**src/rtl/keypad_pkg.sv**
```systemverilog
// Shared constants for the keypad entry path: debounce FSM encodings, editing key codes
// and the active-low seven-segment font.
package keypad_pkg;

  typedef logic [1:0] state_t;

  localparam state_t IDLE = 2'd0;
  localparam state_t CAND = 2'd1;
  localparam state_t HELD = 2'd2;
  localparam state_t REL  = 2'd3;

  localparam logic [3:0] KEY_CLR = 4'hC;
  localparam logic [3:0] KEY_ENT = 4'hE;
  localparam logic [3:0] KEY_BSP = 4'hF;

  localparam logic [7:0] SEG_BLANK = 8'hFF;

  // Segments {dp,g,f,e,d,c,b,a}, active-low, dp off; entry 0 is the rightmost element.
  localparam logic [15:0][7:0] SEG_FONT = {
    8'h8E, 8'h86, 8'hA1, 8'hC6, 8'h83, 8'h88, 8'h90, 8'h80,
    8'hF8, 8'h82, 8'h92, 8'h99, 8'hB0, 8'hA4, 8'hF9, 8'hC0
  };

  function automatic logic [3:0] sat_inc(input logic [3:0] v);
    return (v == 4'hF) ? v : v + 4'd1;
  endfunction

endpackage

```
**src/rtl/hex_to_7seg.sv**
```systemverilog
// Combinational hex digit to active-low seven-segment decoder.
module hex_to_7seg
  import keypad_pkg::*;
(
  input  logic [3:0] code,
  output logic [7:0] seg
);

  assign seg = SEG_FONT[code];

endmodule

```
**src/rtl/keypad_entry.sv**
```systemverilog
// Keypad entry stage: whole-scan debounce, one event per press, 4-digit hex edit buffer
// with clear/backspace/enter, and registered active-low HEX display drive.
module keypad_entry
  import keypad_pkg::*;
#(
  parameter int unsigned DEBOUNCE_SCANS = 3,
  parameter int unsigned RELEASE_SCANS  = 3
) (
  input  logic        clk,
  input  logic        rst_n,
  input  logic        key_valid,
  input  logic [3:0]  key_code,
  input  logic        scan_done,
  output logic        key_event,
  output logic [3:0]  key_out,
  output logic [15:0] entry,
  output logic [2:0]  entry_len,
  output logic [15:0] value,
  output logic        value_strb,
  output logic [7:0]  hex0,
  output logic [7:0]  hex1,
  output logic [7:0]  hex2,
  output logic [7:0]  hex3
);

  localparam logic [3:0] DebScans = DEBOUNCE_SCANS[3:0];
  localparam logic [3:0] RelScans = RELEASE_SCANS[3:0];

  // ---------------------------------------------------------------------------
  // Scan capture
  // ---------------------------------------------------------------------------
  logic       scan_hit_q;
  logic [3:0] scan_code_q;
  logic       hit;
  logic [3:0] cur_code;

  // A key_valid coinciding with scan_done is folded into the ending scan.
  assign hit      = scan_hit_q | key_valid;
  assign cur_code = key_valid ? key_code : scan_code_q;

  always_ff @(posedge clk or negedge rst_n) begin
    if (!rst_n) begin
      scan_hit_q  <= 1'b0;
      scan_code_q <= 4'h0;
    end else if (scan_done) begin
      scan_hit_q  <= 1'b0;
      scan_code_q <= 4'h0;
    end else if (key_valid) begin
      scan_hit_q  <= 1'b1;
      scan_code_q <= key_code;
    end
  end

  // ---------------------------------------------------------------------------
  // Debounce FSM, advanced once per completed scan
  // ---------------------------------------------------------------------------
  state_t     state_q, state_d;
  logic [3:0] cnt_q, cnt_d;
  logic [3:0] cand_q, cand_d;
  logic [3:0] cnt_inc;
  logic       start_cand;
  logic       accept;
  logic       key_event_q, key_event_d;
  logic [3:0] key_out_q, key_out_d;

  assign cnt_inc = sat_inc(cnt_q);

  always_comb begin
    state_d    = state_q;
    cnt_d      = cnt_q;
    cand_d     = cand_q;
    start_cand = 1'b0;
    accept     = 1'b0;
    if (scan_done) begin
      case (state_q)
        IDLE: begin
          if (hit) start_cand = 1'b1;
        end
        CAND: begin
          if (!hit) begin
            state_d = IDLE;
            cnt_d   = 4'd0;
          end else if (cur_code == cand_q) begin
            cnt_d = cnt_inc;
            if (cnt_inc >= DebScans) accept = 1'b1;
          end else begin
            start_cand = 1'b1;
          end
        end
        HELD: begin
          if (!hit) begin
            if (RelScans <= 4'd1) begin
              state_d = IDLE;
              cnt_d   = 4'd0;
            end else begin
              state_d = REL;
              cnt_d   = 4'd1;
            end
          end else if (cur_code == cand_q) begin
            cnt_d = 4'd0;
          end else begin
            start_cand = 1'b1;
          end
        end
        REL: begin
          if (!hit) begin
            cnt_d = cnt_inc;
            if (cnt_inc >= RelScans) begin
              state_d = IDLE;
              cnt_d   = 4'd0;
            end
          end else if (cur_code == cand_q) begin
            // Bounce during release: resume holding without a new event.
            state_d = HELD;
            cnt_d   = 4'd0;
          end else begin
            start_cand = 1'b1;
          end
        end
        default: begin
          state_d = IDLE;
          cnt_d   = 4'd0;
        end
      endcase

      if (start_cand) begin
        cand_d = cur_code;
        if (DebScans <= 4'd1) begin
          accept = 1'b1;
        end else begin
          state_d = CAND;
          cnt_d   = 4'd1;
        end
      end

      if (accept) begin
        state_d = HELD;
        cnt_d   = 4'd0;
      end
    end
  end

  assign key_event_d = accept;
  assign key_out_d   = accept ? cur_code : key_out_q;

  always_ff @(posedge clk or negedge rst_n) begin
    if (!rst_n) begin
      state_q     <= IDLE;
      cnt_q       <= 4'd0;
      cand_q      <= 4'h0;
      key_event_q <= 1'b0;
      key_out_q   <= 4'h0;
    end else begin
      state_q     <= state_d;
      cnt_q       <= cnt_d;
      cand_q      <= cand_d;
      key_event_q <= key_event_d;
      key_out_q   <= key_out_d;
    end
  end

  // ---------------------------------------------------------------------------
  // Entry editing
  // ---------------------------------------------------------------------------
  logic [15:0] entry_q, entry_d;
  logic [2:0]  entry_len_q, entry_len_d;
  logic [15:0] value_q, value_d;
  logic        value_strb_q, value_strb_d;

  always_comb begin
    entry_d      = entry_q;
    entry_len_d  = entry_len_q;
    value_d      = value_q;
    value_strb_d = 1'b0;
    if (key_event_q) begin
      case (key_out_q)
        KEY_CLR: begin
          entry_d     = 16'h0000;
          entry_len_d = 3'd0;
        end
        KEY_BSP: begin
          if (entry_len_q != 3'd0) begin
            entry_d     = {4'h0, entry_q[15:4]};
            entry_len_d = entry_len_q - 3'd1;
          end
        end
        KEY_ENT: begin
          if (entry_len_q != 3'd0) begin
            value_d      = entry_q;
            value_strb_d = 1'b1;
            entry_d      = 16'h0000;
            entry_len_d  = 3'd0;
          end
        end
        default: begin
          if (entry_len_q < 3'd4) begin
            entry_d     = {entry_q[11:0], key_out_q};
            entry_len_d = entry_len_q + 3'd1;
          end
        end
      endcase
    end
  end

  always_ff @(posedge clk or negedge rst_n) begin
    if (!rst_n) begin
      entry_q      <= 16'h0000;
      entry_len_q  <= 3'd0;
      value_q      <= 16'h0000;
      value_strb_q <= 1'b0;
    end else begin
      entry_q      <= entry_d;
      entry_len_q  <= entry_len_d;
      value_q      <= value_d;
      value_strb_q <= value_strb_d;
    end
  end

  // ---------------------------------------------------------------------------
  // Display
  // ---------------------------------------------------------------------------
  logic [3:0][7:0] seg_raw;
  logic [3:0][7:0] hex_d;
  logic [3:0][7:0] hex_q;

  for (genvar i = 0; i < 4; i++) begin : g_digit
    hex_to_7seg u_seg (
      .code (entry_q[4*i +: 4]),
      .seg  (seg_raw[i])
    );
    assign hex_d[i] = (3'(i) < entry_len_q) ? seg_raw[i] : SEG_BLANK;
  end

  always_ff @(posedge clk or negedge rst_n) begin
    if (!rst_n) begin
      hex_q <= {4{SEG_BLANK}};
    end else begin
      hex_q <= hex_d;
    end
  end

  assign key_event  = key_event_q;
  assign key_out    = key_out_q;
  assign entry      = entry_q;
  assign entry_len  = entry_len_q;
  assign value      = value_q;
  assign value_strb = value_strb_q;
  assign hex0       = hex_q[0];
  assign hex1       = hex_q[1];
  assign hex2       = hex_q[2];
  assign hex3       = hex_q[3];

endmodule
```
**config.mk**
```make
export PLATFORM = sky130hd
export DESIGN_NAME = keypad_entry
export DESIGN_NICKNAME = d
export VERILOG_FILES = /design/src/rtl/keypad_pkg.sv /design/src/rtl/hex_to_7seg.sv /design/src/rtl/keypad_entry.sv
export SDC_FILE = /design/constraint.sdc
export NUM_CORES = 1
export LEC_CHECK = 0
export ABC_AREA = 1
export CORE_UTILIZATION = 53
export CTS_CLUSTER_SIZE = 24
export DETAILED_ROUTE_END_ITERATION = 16
export GPL_TIMING_DRIVEN = 1
export PLACE_DENSITY = 0.8
export SYNTH_ARGS = -nofsm -noshare
export SYNTH_HDL_FRONTEND = slang
export SYNTH_SLANG_ARGS = --single-unit
export TNS_END_PERCENT = 5
```
**constraint.sdc**
```tcl
create_clock -name clk -period 1.98 [get_ports clk]
set_clock_uncertainty 0.15 [all_clocks]
set_input_delay 0.495 -clock clk [delete_from_list [all_inputs] [get_ports clk]]
set_output_delay 0.495 -clock clk [all_outputs]
set_load 0.02 [all_outputs]
```
==> flow_summary.yaml <==
run_status:
  status: "completed"
synthesis:
  synth_top_area_frac: 0.306
  yosysTopAreaCell: "dfrtp_1"
  synth-edff-count: 0
  synth_cell_types: 38
  ys_warn_count: 0
  netlist_area_um2: 4580
  syn_inst: 528
  synth_ff_type: "dfrtp_1"
  avgSynthCellArea_um2: 8.68
  synthTopCellsByArea: "dfrtp_1 31%, dfstp_2 16%, nand2_1 9.4%, ha_1 7.9%, o21ai_0 5.0%"
  ys_async_sr_fraction: 1.00
  ys_ff_latch: 84
  ys_seq_area_frac: 0.466
finish:
  finalNonFillerCells: 739
  drive_above_1_share: 0.180
  syn_to_final_growth_pct: 27.1
  diodes: 0
  nets: 666
  fill_cells: 653
power:
  p_seq_frac: 0.437
  p_sw_mw: 1.83
  power.internal_mw: 3.05
  p_leak_nw: 2.87
  switching_share: 0.376
  p_clk_frac: 0.231
  ir_drop_mv: 0.467
  comb_power_share: 0.332
  total_power_mw: 4.89
  powerDensity_nw_per_um2: 839
detailed_routing:
  drtAntennaViolNets: 0
  drt_wl_total_um: 10600
  drt-initial-drc-count: 365
  vias_per_cell: 5.47
  drcViolationCount: 0
  vias: 4042
  drt_first_pass_iters: 5
  wl_per_cell_um: 14.4
critical_path:
  cp.buffers_inverters: 1
  cp_max_fo: 7
  crit_arrival_ps: 1230
  worst_path_max_delay_cell: "dfrtp_1"
  cp-end-kind: "primary output"
  critical-path-max-stage-delay_ps: 510
  startpoint_type: "flop"
  cp.required_ps: 1330
  path_cells: "dlygate4sd2_1"
  critical_path_class: "flop to primary output"
  critical_path.top_delay_family: "flip-flops"
grt:
  grt_max_degree: 36
  first_global_vias: 3693
  antenna_found_initial: 0
  grt-ovfl-total: 0
  grt_pass1_wl_um: 17300
  grt.total_usage: 0.251
timing:
  max_slew_margin: 0.632
  slew_violations: 0
  rsz0062_at_grt: "no"
  finalSetupViolCount: 0
  fin_crit_sh: 0.949
  worst_pin_slew_ps: 548
  tns_ps: 0
  max_freq_mhz: 532
  hold_viol: 0
  period_minus_slack_ps: 1880
die:
  core-area_um2: 8300
  die_h_um: 95.0
  start_util: 0.552
  dieArea_um2: 9020
  top_level_ports: 81
  die_w_um: 95.0
  rows: 33
placement:
  dp.cells: 721
  dp_hpwl_um: 7920
  routabilityCongestion: 0.935
  port_buffers: 76
clock_network:
  postCtsSetupRepairBufs: 0
  cts_tree: "built"
  cts_root_buffer: "clkbuf_8"
  cts.htree.levels: 3
  cts_buffer_depth: 2
  path_clk_slew_ps: 90
  cts_buffers: 9
  clk_latency_ps: 350
  cts.sinks: 84
worst_hold_path:
  min_path_type: "flop to flop"
flow_run:
  drv_cap: 0
-- repair_timing --
item	4_1_cts	5_1_grt
setup endpoints to repair	62	32
endpoints found under the hold margin	23	0
gates resized for setup	61	19
hold buffers	1	0
pin swaps	0	3
gates cloned	0	1
-- cells in the final DEF, fill, tap and decap left out, drive strengths merged --
cell type,synthesis,layout
a21o,1,1
a21oi,12,12
a22oi,1,1
a31oi,4,4
and2,1,1
buf,9,35
clkbuf,16,9
clkdlybuf4s50,0,4
clkinv,0,3
clkinvlp,0,1
conb,1,4
dfrtp,56,56
dfstp,28,28
dlygate4sd2,0,61
dlygate4sd3,0,1
dlymetal6s2s,0,10
ha,29,29
inv,60,63
nand2,127,127
nand3,49,49
nand3b,2,2
nand4,3,3
nor2,32,33
nor3,6,6
o2111ai,4,4
o211ai,12,12
o21ai,56,56
o21bai,1,1
o22ai,14,14
o311ai,4,4
-- layout make-up --
cell class                 count  area [µm²]  area share
inverter                      60         230      0.0395
sequential                    84        2140       0.367
tap                          105         131      0.0226
clock inverter                 7        57.6     0.00988
timing repair buffer         111         992       0.170
multi-input combinational    363        2150       0.370
clock buffer                   9         124      0.0213
-- metal layers --
metal	up-vias	global-route usage	routed length [µm]
met5	-	0	0
li1	1951	-	-
met4	0	0.0846	181
met3	18	0.0467	589
met1	1930	0.309	4500
met2	143	0.439	5360
-- cells in the mapped netlist, types with 9 or more instances --
cell,n
o21ai_0,46
a21oi_1,9
nand2_1,115
nor2_1,27
clkbuf_1,16
nand3_1,44
ha_1,29
dfstp_2,28
dfrtp_1,56
o22ai_1,14
o211ai_1,12
inv_1,59
-- worst paths after layout --
check	from	end	slack, ps	depth (start not counted)
min	value[11]$_DFFE_PN0P_	value[11]$_DFFE_PN0P_	340	2
max	entry[1]$_DFFE_PN0P_	entry[1]	100	1
min in group asynchronous	rst_n	value[11]$_DFFE_PN0P_	460	2
max in group asynchronous	rst_n	hex3[3]$_DFF_PN1_	640	3
min reg2reg	value[11]$_DFFE_PN0P_	value[11]$_DFFE_PN0P_	340	2
max reg2reg	cnt_q[0]$_DFFE_PN0P_	key_out[2]$_DFFE_PN0P_	120	10
-- flip-flops by register name, indices dropped and copies added (netlist names), 3 cells and up --
name and flops:
hex1 7, key_out 4, value 16, scan_code_q 4, entry_len 3, entry 16, cand_q 4, hex3 7
hex2 7, hex0 7, cnt_q 4
-- kinds of logic (layout without fill, tap and decap cells) --
kind of cell	count (synthesis)	count (layout)	share of synthesized area
simple gates	220	221	0.229
compound gates	109	109	0.148
buf+inv	85	187	0.0773
flops	84	84	0.466
fa+ha+maj	29	29	0.0792
other cells	1	4	0.000818
-- power groups by stage --
| stage | Clock, mW | Sequential, mW | Combinational [mW] |
|---|---|---|---|
| final | 1.13 | 2.14 | 1.62 |
| after global routing | 1.23 | 2.16 | 1.80 |
| after CTS | 1.14 | 2.14 | 1.58 |
| after detailed placement | 0 | 2.17 | 1.69 |
| after global placement | 0 | 2.17 | 1.65 |
| after floorplan | 0 | 2.36 | 0.829 |
-- through the flow --
step	utilization	hold WS [ps]	worst slack, ps	cell area [µm²]
after floorplan	-	49.4	169	4590
after global placement	0.679	298	-283	5630
after detailed placement	0.679	302	-351	5630
after CTS	0.692	345	-15.2	5750
after global routing	0.702	351	6.95	5830
final	0.702	338	101	5830
(Power assumes the default switching activity.)
